<file path="src/rtl/sweep_controller_pkg.sv">
// Shared encodings for the sweep sequencer: FSM states and the status-phase codes
// also shown by the calculator's top-level status display.
package sweep_controller_pkg;

  typedef enum logic [2:0] {
    IDLE    = 3'd0,
    LOADMAX = 3'd1,
    LOADCNT = 3'd2,
    UP      = 3'd3,
    DOWN    = 3'd4,
    DONE    = 3'd5
  } state_t;

  localparam logic [1:0] PHASE_IDLE = 2'd0;
  localparam logic [1:0] PHASE_LOAD = 2'd1;
  localparam logic [1:0] PHASE_UP   = 2'd2;
  localparam logic [1:0] PHASE_DOWN = 2'd3;

  function automatic logic [1:0] phase_of(input state_t s);
    case (s)
      LOADMAX, LOADCNT: phase_of = PHASE_LOAD;
      UP:               phase_of = PHASE_UP;
      DOWN:             phase_of = PHASE_DOWN;
      default:          phase_of = PHASE_IDLE;
    endcase
  endfunction

endpackage

</file>
<file path="src/rtl/sweep_controller_bounded_counter.sv">
// Unsigned up/down counter bounded to [0, max]; never wraps.
// Priority: clr > ldmax > ldcnt > up > down.
module bounded_counter #(
  parameter int N = 5
) (
  input  logic         clk,
  input  logic         rst,
  input  logic         clr,
  input  logic         up,
  input  logic         down,
  input  logic         ldcnt,
  input  logic         ldmax,
  input  logic [N-1:0] in,
  output logic [N-1:0] count,
  output logic [N-1:0] max
);

  // NOTE: sequential state uses non-blocking assignments so every register
  // samples the pre-edge values of its neighbours.
  always_ff @(posedge clk or posedge rst) begin
    if (rst) begin
      count <= '0;
      max   <= '0;
    end else if (clr) begin
      count <= '0;
    end else if (ldmax) begin
      max <= in;
    end else if (ldcnt) begin
      count <= (in > max) ? max : in;
    end else if (up) begin
      if (count < max) count <= count + 1'b1;
    end else if (down) begin
      if (count != '0) count <= count - 1'b1;
    end
  end

endmodule

</file>
<file path="src/rtl/sweep_controller.sv">
// Sweep sequencer: loads ceiling/start into a bounded counter, then sweeps it
// up to the ceiling and back to zero a programmed number of times.
module sweep_controller
  import sweep_controller_pkg::*;
#(
  parameter int N     = 5,
  parameter int CYC_W = 4
) (
  input  logic             clk,
  input  logic             rst,
  input  logic             start,
  input  logic             abort,
  input  logic             pause,
  input  logic [N-1:0]     cfg_max,
  input  logic [N-1:0]     cfg_start,
  input  logic [CYC_W-1:0] cfg_cycles,
  output logic [N-1:0]     count,
  output logic             busy,
  output logic             done,
  output logic             err,
  output logic             aborted,
  output logic [1:0]       phase,
  output logic [CYC_W-1:0] cycles_left
);

  state_t         state, nxt;
  logic [N-1:0]   max_q, start_q, cnt_in, cnt_max;
  logic           clr, up, down, ldcnt, ldmax;
  logic           abort_go, accept;

  bounded_counter #(.N(N)) u_cnt (
    .clk   (clk),
    .rst   (rst),
    .clr   (clr),
    .up    (up),
    .down  (down),
    .ldcnt (ldcnt),
    .ldmax (ldmax),
    .in    (cnt_in),
    .count (count),
    .max   (cnt_max)
  );

  assign accept   = (state == IDLE) && start && (cfg_max != '0);
  assign abort_go = abort && (state inside {LOADMAX, LOADCNT, UP, DOWN});

  // NOTE: every output of this block gets a default first so no latch is inferred.
  always_comb begin
    nxt    = state;
    clr    = 1'b0;
    ldmax  = 1'b0;
    ldcnt  = 1'b0;
    up     = 1'b0;
    down   = 1'b0;
    cnt_in = max_q;
    case (state)
      IDLE:    if (accept) nxt = LOADMAX;
      LOADMAX: begin
        ldmax = 1'b1;
        nxt   = LOADCNT;
      end
      LOADCNT: begin
        ldcnt  = 1'b1;
        cnt_in = (start_q > max_q) ? max_q : start_q;
        nxt    = UP;
      end
      UP: if (!pause) begin
        if (count < cnt_max) up = 1'b1;
        else begin
          down = 1'b1;
          nxt  = DOWN;
        end
      end
      DOWN: if (!pause) begin
        if (count != '0) down = 1'b1;
        else if (cycles_left > CYC_W'(1)) begin
          up  = 1'b1;
          nxt = UP;
        end else nxt = DONE;
      end
      DONE:    nxt = IDLE;
      default: nxt = IDLE;
    endcase
    // Abort overrides pause and any normal transition.
    if (abort_go) begin
      nxt   = IDLE;
      clr   = 1'b1;
      ldmax = 1'b0;
      ldcnt = 1'b0;
      up    = 1'b0;
      down  = 1'b0;
    end
  end

  always_ff @(posedge clk or posedge rst) begin
    if (rst) begin
      state       <= IDLE;
      max_q       <= '0;
      start_q     <= '0;
      cycles_left <= '0;
      busy        <= 1'b0;
      done        <= 1'b0;
      err         <= 1'b0;
      aborted     <= 1'b0;
      phase       <= PHASE_IDLE;
    end else begin
      state   <= nxt;
      busy    <= nxt inside {LOADMAX, LOADCNT, UP, DOWN};
      done    <= (nxt == DONE);
      phase   <= phase_of(nxt);
      err     <= (state == IDLE) && start && (cfg_max == '0);
      aborted <= abort_go;
      if (accept) begin
        max_q       <= cfg_max;
        start_q     <= cfg_start;
        cycles_left <= (cfg_cycles == '0) ? CYC_W'(1) : cfg_cycles;
      end else if (abort_go || nxt == DONE) begin
        cycles_left <= '0;
      end else if (state == DOWN && nxt == UP) begin
        cycles_left <= cycles_left - CYC_W'(1);
      end
    end
  end

endmodule

</file>
<file path="config.mk">
export PLATFORM = sky130hd
export DESIGN_NAME = sweep_controller
export DESIGN_NICKNAME = d
export VERILOG_FILES = /design/src/rtl/sweep_controller_pkg.sv /design/src/rtl/sweep_controller_bounded_counter.sv /design/src/rtl/sweep_controller.sv
export SDC_FILE = /design/constraint.sdc
export NUM_CORES = 1
export LEC_CHECK = 0
export BUFFER_PORTS_ARGS = -buffer_cell sky130_fd_sc_hd__buf_2
export CORE_ASPECT_RATIO = 1.25
export CORE_MARGIN = 2
export CORE_UTILIZATION = 50
export CTS_CLUSTER_SIZE = 30
export DETAILED_ROUTE_END_ITERATION = 8
export HOLD_SLACK_MARGIN = 0.05
export PLACE_DENSITY = 0.74
export SLEW_MARGIN = 10
export SYNTH_ARGS = -nofsm -noshare
export SYNTH_HDL_FRONTEND = slang
export SYNTH_SLANG_ARGS = --single-unit
</file>
<file path="constraint.sdc">
create_clock -name clk -period 3.48 [get_ports clk]
set_input_delay 0.522 -clock clk [delete_from_list [all_inputs] [get_ports clk]]
set_output_delay 0.522 -clock clk [all_outputs]
set_load 0.01 [all_outputs]
</file>
; After elaboration in Yosys (flattened, before gate mapping)
; Index checks and enable logic that the tools add are counted.
[totals]
wordCells = 90
ff_bits = 33
[op_classes]
add_sub_neg = 3
n_mux = 41
n_lt_le_gt_ge = 4
reduce_logical = 19
eq_ne = 11
bitwise_logic = 1
[ops]
columns = cell, count
row1 = two-way mux 5 bit, 10
row2 = two-way mux 3 bit, 7
row3 = two-way mux 1 bit, 16
row4 = two-way mux 4 bit, 4
row5 = nonzero test 4 bit, 4
row6 = one-hot mux 3 bit (5 select lines), 1
row7 = "== test 3 x 2 -> 1 bit, second input constant", 4
row8 = greater-than comparator 5 bit, 2
row9 = nonzero test 5 bit, 2
row10 = "== test 3 bit, second input constant", 3
row11 = "== test 3 x 1 -> 1 bit, second input constant", 2
row12 = one-hot mux 2 bit (3 select lines), 1
row13 = "adder 5 x 1 -> 5 bit, second input constant", 1
row14 = logical AND 1 bit, 5
row15 = logical NOT 5 bit, 1
row16 = < comparator 5 bit, 1
row17 = "subtractor 5 x 1 -> 5 bit, second input constant", 1
row18 = "greater-than comparator 4 x 1 -> 1 bit, second input constant", 1
row19 = logical NOT 4 bit, 1
row20 = "!= test 4 bit, second input constant", 1
row21 = one-hot mux 1 bit (2 select lines), 2
row22 = AND reduction 4 bit, 1
row23 = "subtractor 4 x 1 -> 4 bit, second input constant", 1
row24 = logical NOT 3 bit, 1
row25 = 6 further kinds, 6

; Longest topological paths before layout
; Gate-level depths: netlist of run 1.
[logic_depth]
depth_word = 11
mapped_depth = 14
ltp_nobuf = 14

; By module
; A second synthesis of run 1 with hierarchy kept.
[hier_totals]
hier_cells = 272
hier_area_um2 = 2447.3
[by_module_without_submodules]
columns = mod, n_inst, area_per_inst_um2, cells_per_inst
row1 = sweep_controller, 1, 1453.9, 164
row2 = bounded_counter, 1, 993.5, 108

; Worst setup path after synthesis of run 1
; Ideal clock, no wire load.
[synth_timing]
path_kind = flip-flop to flip-flop
from = reg max_q[2]
to = reg u_cnt.count[4]
setup_slack_ps = 72
path_stages_with_launch = 15
synth_period_minus_slack_ps = 3408
n_path_buf = 0
setup_ps = 132
arrival_ps = 3277
cell_sequence = dfrtp_1 inv_1 ha_1 o21ai_0 a21o_1 a221oi_4 nor2_1 mux2_2 ha_1 nor2b_1 o31ai_1 a21o_1 a211oi_1 o31ai_1 or3b_1
[synth_via]
elab_chain_cells = 8
[synth_lines]
columns = element, line
row1 = start: declaration, sweep_controller.sv:27  ; logic [N-1:0] max_q, start_q, cnt_in, cnt_max;
row2 = start signal: assignment, sweep_controller.sv:114  ; max_q <= cfg_max;
row3 = greater-than comparator 5 bit, sweep_controller.sv:64  ; cnt_in = (start_q > max_q) ? max_q : start_q;
row4 = two-way mux 5 bit, sweep_controller.sv:64
row5 = two-way mux 5 bit, sweep_controller.sv:56  ; case (state)
row6 = via cnt_in[1], sweep_controller.sv:27
row7 = greater-than comparator 5 bit, sweep_controller_bounded_counter.sv:29  ; count <= (in > max) ? max : in;
row8 = two-way mux 5 bit, sweep_controller_bounded_counter.sv:29
row9 = two-way mux 5 bit, sweep_controller_bounded_counter.sv:28  ; end else if (ldcnt) begin
row10 = two-way mux 5 bit, sweep_controller_bounded_counter.sv:26  ; end else if (ldmax) begin
row11 = two-way mux 5 bit, sweep_controller_bounded_counter.sv:24  ; end else if (clr) begin
row12 = end signal: assignment, sweep_controller_bounded_counter.sv:29
row13 = end signal: assignment, sweep_controller_bounded_counter.sv:31  ; if (count < max) count <= count + 1'b1;
row14 = end signal: assignment, sweep_controller_bounded_counter.sv:33  ; if (count != '0) count <= count - 1'b1;
row15 = end: declaration, sweep_controller_bounded_counter.sv:14  ; output logic [N-1:0] count,
; The timed path passes the listed nets, and every way through them passes these cells. The select of a mux whose other input is x is not followed.
; A chain may end at the register's enable or synchronous reset.

; Worst setup path in the final report of run 1
[layout_timing]
from = reg start_q[2]
to = reg u_cnt.count[4]
[layout_via]
elab_chain_cells = 8
[layout_lines]
columns = element, line
row1 = start: declaration, sweep_controller.sv:27
row2 = start signal: assignment, sweep_controller.sv:115  ; start_q <= cfg_start;
row3 = greater-than comparator 5 bit, sweep_controller.sv:64
row4 = two-way mux 5 bit, sweep_controller.sv:64
row5 = two-way mux 5 bit, sweep_controller.sv:56
row6 = via cnt_in[1], sweep_controller.sv:27
row7 = greater-than comparator 5 bit, sweep_controller_bounded_counter.sv:29
row8 = two-way mux 5 bit, sweep_controller_bounded_counter.sv:29
row9 = two-way mux 5 bit, sweep_controller_bounded_counter.sv:28
row10 = two-way mux 5 bit, sweep_controller_bounded_counter.sv:26
row11 = two-way mux 5 bit, sweep_controller_bounded_counter.sv:24
; The timed path passes the listed nets, and every way through them passes these cells. The select of a mux whose other input is x is not followed.

==> impl_metrics.ini, run 1 <==
[synthesis]
syn_area_um2 = 2430
ys_warn_count = 0
synthMuxAreaShare_pct = 9.01
synth_top_family_by_area = compound AO/OA/AOI/OAI gates
yosysUniqueCellTypes = 59
synthXorXnorAreaFrac_pct = 1.80
syn-instance-count = 244
ys_ff_latch = 33
synth_fa_ha_area_share_pct = 11.5
synth_async_sr_flop_share_pct = 100
yosysSeqAreaShare_pct = 34.0
synth-edff-count = 0
synthTopCellsByArea = dfrtp_1 34%, ha_1 10%, mux2_2 6.0%
synthFlopType = dfrtp_1
ys_top_cells_by_count = 33 x dfrtp_1, 21 x nand2_1, 21 x nor2_1
synth_top_area_share_pct = 34.0
syn-num-nets = 284
synth_most_common_cell = dfrtp_1
synth_top_cell_by_area = dfrtp_1
syn_avg_cell_area_um2 = 9.96
synth_compound_gate_area_share_pct = 20.6
yosys.area_share.simple_pct = 19.8

[critical_path]
critical_path_peak_fanout = 4
critPathLaunch = start_q[2]
reg2reg_depth = 13
path_buf_inv = 0
regToRegSetupSlack_ns = 0.1
cp_slowest_stage_delay_ns = 0.39
reg2reg_from = start_q[2]
cp-endpoint = u_cnt.count[4]
end_kind = flip-flop
critPathRequiredTime_ns = 3.65
cp_num_cells = 13
rr_endpoint = u_cnt.count[4]
path_class = reg2reg
cp-start-kind = flip-flop
cpMostUsedCell = a21o_1
crit_chain = ha_1, o21ai_2, a21o_1, a221oi_4, nor2_4, mux2_4, ha_4, nor2b_2, o31ai_2, a21o_1, a211oi_1, o31ai_1, or3b_1
slowest_stage = dfrtp_1
critical_path_arrival_ns = 3.55
crit_family = compound AO/OA/AOI/OAI gates

[die]
dieArea_um2 = 5440
coreArea_um2 = 4690
dieHeight_um = 82.0
boundaryPins = 34
num_rows = 28
die_x_um = 66.4
start_util_pct = 51.8

[cells_and_area]
design_area_um2 = 3070
antennaDiodeCount = 0
area_growth_pct = 26.2
drive_gt1_share_pct = 35.9
nets = 352

[timing]
timing_hold_violations_final = 0
setup_viol = 0
fmax_mhz = 296
period_minus_slack_ns = 3.38
whs_ns = 0.431
post-route-period-util_pct = 97.1
slew_headroom_pct = 37.2
setup_tns_ns = 0
finClkSkew_ns = 0.00996
worst_slew_pin_slew_ns = 0.941
setup_ws_ns = 0.0993
rsz0062_at_grt = true
slew_viol_final = 0

[pwr]
powerDensity_nw_per_um2 = 1130
peakVddDrop_v = 0.000623
leakage_nw = 1.41

[clocking]
clock_sinks = 33
clk_path_buf_depth = 2
cts_max_level = 2
cts_buffers = 5
clk_pin_slew_ns = 0.07
cts_tree = yes
clockRootBuffer = clkbuf_8
clk_latency_ns = 0.29

[route]
drc = 0
wire_per_inst_um = 15.6
vias = 2112
wl_um = 5820
drtAntennaViolNets = 0
via_per_inst = 5.68
firstDrtPassIters = 4
drt_iter0_drc = 51

[place]
placed_cell_area_um2 = 2850
io_buffer_count = 33
place.gp.congestion = 0.869
place_worst_setup_slack_ns = -0.0132
dp.final_hpwl_um = 4520

[global_route]
grt_remaining_overflow = 0
grt_pass1_wl_um = 9320
grt_antenna_before_repair = 0
grt_max_degree = 25
grtUsageTotal_pct = 22.6
first_global_vias = 2096

[flow_run]
timing.max_cap.violations = 0

[status]
outcome = completed

[hold_path]
min_path_type = in2async
==> registers in the layout (all words and copies together), names as in the netlist <==
register,flops
start_q,5
max_q,5
u_cnt.count,5
done,1
err,1
u_cnt.max,5
aborted,1
cycles_left,4
state,3
phase,2
busy,1
==> metal layers <==
layer  vias up  GRT usage (%)  routed length (um)
li1       1029              -                   -
met1      1021           26.0                2470
met2        50           41.5                3020
met3        12           5.07                 227
met4         0           6.53                 104
met5         -              0                   0
==> cell type report <==
class                           instances  area, um2
Fill cell                             399       1630
Multi-Input combinational cell        191       1610
Sequential cell                        33        826
Timing Repair Buffer                   64        398
Clock buffer                            6       82.6
Tap cell                               60       75.1
Inverter                               17       66.3
Clock inverter                          1       7.51
==> power by group <==
group	switching, mW	internal (mW)
registers	0.181	0.558
logic	1.24	1.18
clock network	0.145	0.156
total	1.57	1.90
==> timing repair <==
item	CTS	global route
hold buffers	0	0
buffers inserted	0	7
resized for setup	2	14
setup endpoints to repair	1	5
pin swaps	0	9
==> kinds of logic after synthesis <==
group	after synthesis
xor+xnor	5
fa+ha+maj	22
buf+inv	20
mux	19
simple gates	80
flops	33
compound gates	65
==> through the flow <==
step / instances / util [%] / power (mW)
4_1_cts: 366 / 62.7 / 3.22
2_1_floorplan: 244 / - / 2.20
5_1_grt: 372 / 65.4 / 3.73
3_3_place_gp: 359 / 60.6 / 2.82
6_report: 372 / 65.4 / 3.46
3_5_place_dp: 359 / 60.6 / 2.89
==> placed cells by master (no fill, tap or decap), drive strengths merged, types with 2 or more instances in the layout <==
cell      n
a211oi    8
a21o      4
a21oi    13
a22o      3
a31oi     4
a32oi     3
and2      4
buf      64
clkbuf    6
dfrtp    33
ha       20
inv      17
mux2     13
mux2i     6
nand2    21
nand2b    3
nand3     2
nand4     2
nor2     22
nor2b     4
nor3      8
nor4      2
o211ai    5
o21a      7
o21ai     5
o22ai     4
o2bb2ai   2
o31ai     3
or2       3
or3b      2
xnor2     2
xor2      3
==> worst min-delay path by stage <==
stage	startpoint	endpoint	slack, ns	depth (start not counted)
after floorplan	max_q[1]	max_q[1]	0.49	2
after global placement	u_cnt.max[4]	u_cnt.max[4]	0.53	1
after detailed placement	u_cnt.max[4]	u_cnt.max[4]	0.54	1
after CTS	cfg_max[0]	err	0.44	2
after global routing	cfg_start[2]	start_q[2]	0.45	2
final	rst	cycles_left[3]	0.43	2
Power figures use the tool's default switching activity.
==> run 2: changes to the inputs <==
Settings changed: ABC_CLOCK_PERIOD_IN_PS set to 3480, RECOVER_POWER set to 50.
==> impl_metrics.ini, run 2 (synthesis results as in run 1) <==
[cells_and_area]
antennaDiodeCount = 0
final_core_util_pct = 65.1
area_growth_pct = 25.7
drive_gt1_share_pct = 33.3
final_cell_mix = 33 x dfrtp_1, 30 x buf_4, 27 x buf_2
nets = 352
final_common_cell = dfrtp_1

[critical_path]
cp-start-kind = flip-flop
rr_endpoint = u_cnt.count[4]
critical_path_arrival_ns = 3.56
end_kind = flip-flop
reg2reg_depth = 13
critPathRequiredTime_ns = 3.65
path_class = reg2reg
critical_path_peak_fanout = 4
regToRegSetupSlack_ns = 0.1
reg2reg_from = start_q[2]

[clocking]
cts_buffers = 5
cts_max_level = 2
clock_sinks = 33
clk_pin_slew_ns = 0.07
clockRootBuffer = clkbuf_8
clk_latency_ns = 0.29
cts_tree = yes
hold_buffers = 0
clk_path_buf_depth = 2

[die]
die_x_um = 66.4
dieHeight_um = 82.0
coreArea_um2 = 4690
num_rows = 28
start_util_pct = 51.8
boundaryPins = 34
dieArea_um2 = 5440

[route]
firstDrtPassIters = 4
via_per_inst = 5.68
wl_met1_um = 2460
drt_iter0_drc = 63
met3_length_um = 227
top_layer = met4
vias = 2114
drtAntennaViolNets = 0
wl_um = 5810
drc = 0
wl_met2_um = 3000
wire_per_inst_um = 15.6

[timing]
whs_ns = 0.431
rsz0062_at_grt = true
setup_tns_ns = 0
timing_hold_violations_final = 0
post-route-period-util_pct = 97.3
setup_ws_ns = 0.0954
worst_slew_pin_slew_ns = 0.942
setup_viol = 0
slew_viol_final = 0
period_minus_slack_ns = 3.38
finClkSkew_ns = 0.0100
slew_headroom_pct = 37.1
fmax_mhz = 295

[global_route]
grt_max_degree = 25
grtUsageTotal_pct = 22.6
first_global_vias = 2096
grt_remaining_overflow = 0
grt_pass1_wl_um = 9320
grt_antenna_before_repair = 0

[pwr]
peakVddDrop_v = 0.000623
leakage_nw = 1.38
powerDensity_nw_per_um2 = 1130

[place]
place.gp.congestion = 0.869
dp.final_hpwl_um = 4520
io_buffer_count = 33
place_worst_setup_slack_ns = -0.0132

[hold_path]
min_path_type = in2async

[flow_run]
timing.max_cap.violations = 0

[status]
outcome = completed
run 2: cell types whose count changed in the layout (fill, tap and decap cells not counted), sizes merged:
cell and change:
buf -7, clkbuf +7
run 2: through the flow:
step | instances | area, um2 | power (mW)
floorplan | 244 | 2430 | 2.20
global placement | 359 | 2850 | 2.82
detailed placement | 359 | 2850 | 2.89
CTS | 366 | 2940 | 3.22
global route | 372 | 3060 | 3.72
finish | 372 | 3060 | 3.45
run 2: metal layers:
metal,GRT usage (%),vias up
li1,-,1031
met1,26.0,1017
met2,41.5,52
met3,5.07,14
met4,6.53,0
met5,0,-
run 2: where the power goes:
part | leakage (nW) | internal [mW] | total [mW] | switching, mW
sequential | 0.408 | 0.558 | 0.739 | 0.181
combinational | 0.925 | 1.17 | 2.41 | 1.24
clock | 0.0433 | 0.156 | 0.300 | 0.144
run 2: worst max path at each step:
stage,start,end,slack [ns],cells after the start
after global placement,start_q[2],u_cnt.count[4],0.09,14
final,start_q[2],u_cnt.count[4],0.1,13
after floorplan,max_q[2],u_cnt.count[4],0.07,14
after detailed placement,start_q[2],u_cnt.count[4],-0.01,14
after global routing,start_q[2],u_cnt.count[4],-0.05,13
after CTS,start_q[2],u_cnt.count[4],0.02,15
run 2: final cells by class:
cell class,instances,area (um2)
Clock buffer,6,82.6
Clock inverter,1,7.51
Fill cell,403,1640
Inverter,17,66.3
Multi-Input combinational cell,191,1610
Sequential cell,33,826
Tap cell,60,75.1
Timing Repair Buffer,64,387
run 2: critical path: stages, from the launching register on:
cell and delay, ns:
dfrtp_1 0.39, ha_1 0.34, o21ai_2 0.08, a21o_1 0.21
a221oi_4 0.34, nor2_4 0.09, mux2_4 0.33, ha_4 0.22
nor2b_2 0.15, o31ai_2 0.29, a21o_1 0.18, a211oi_1 0.07
o31ai_1 0.21, or3b_1 0.37
run 2: timing repair:
action,in CTS,in global routing
hold endpoints to repair,0,0
gates resized for setup,2,14
setup buffers,0,7
pin swaps,0,9
endpoints found under the setup margin,1,5
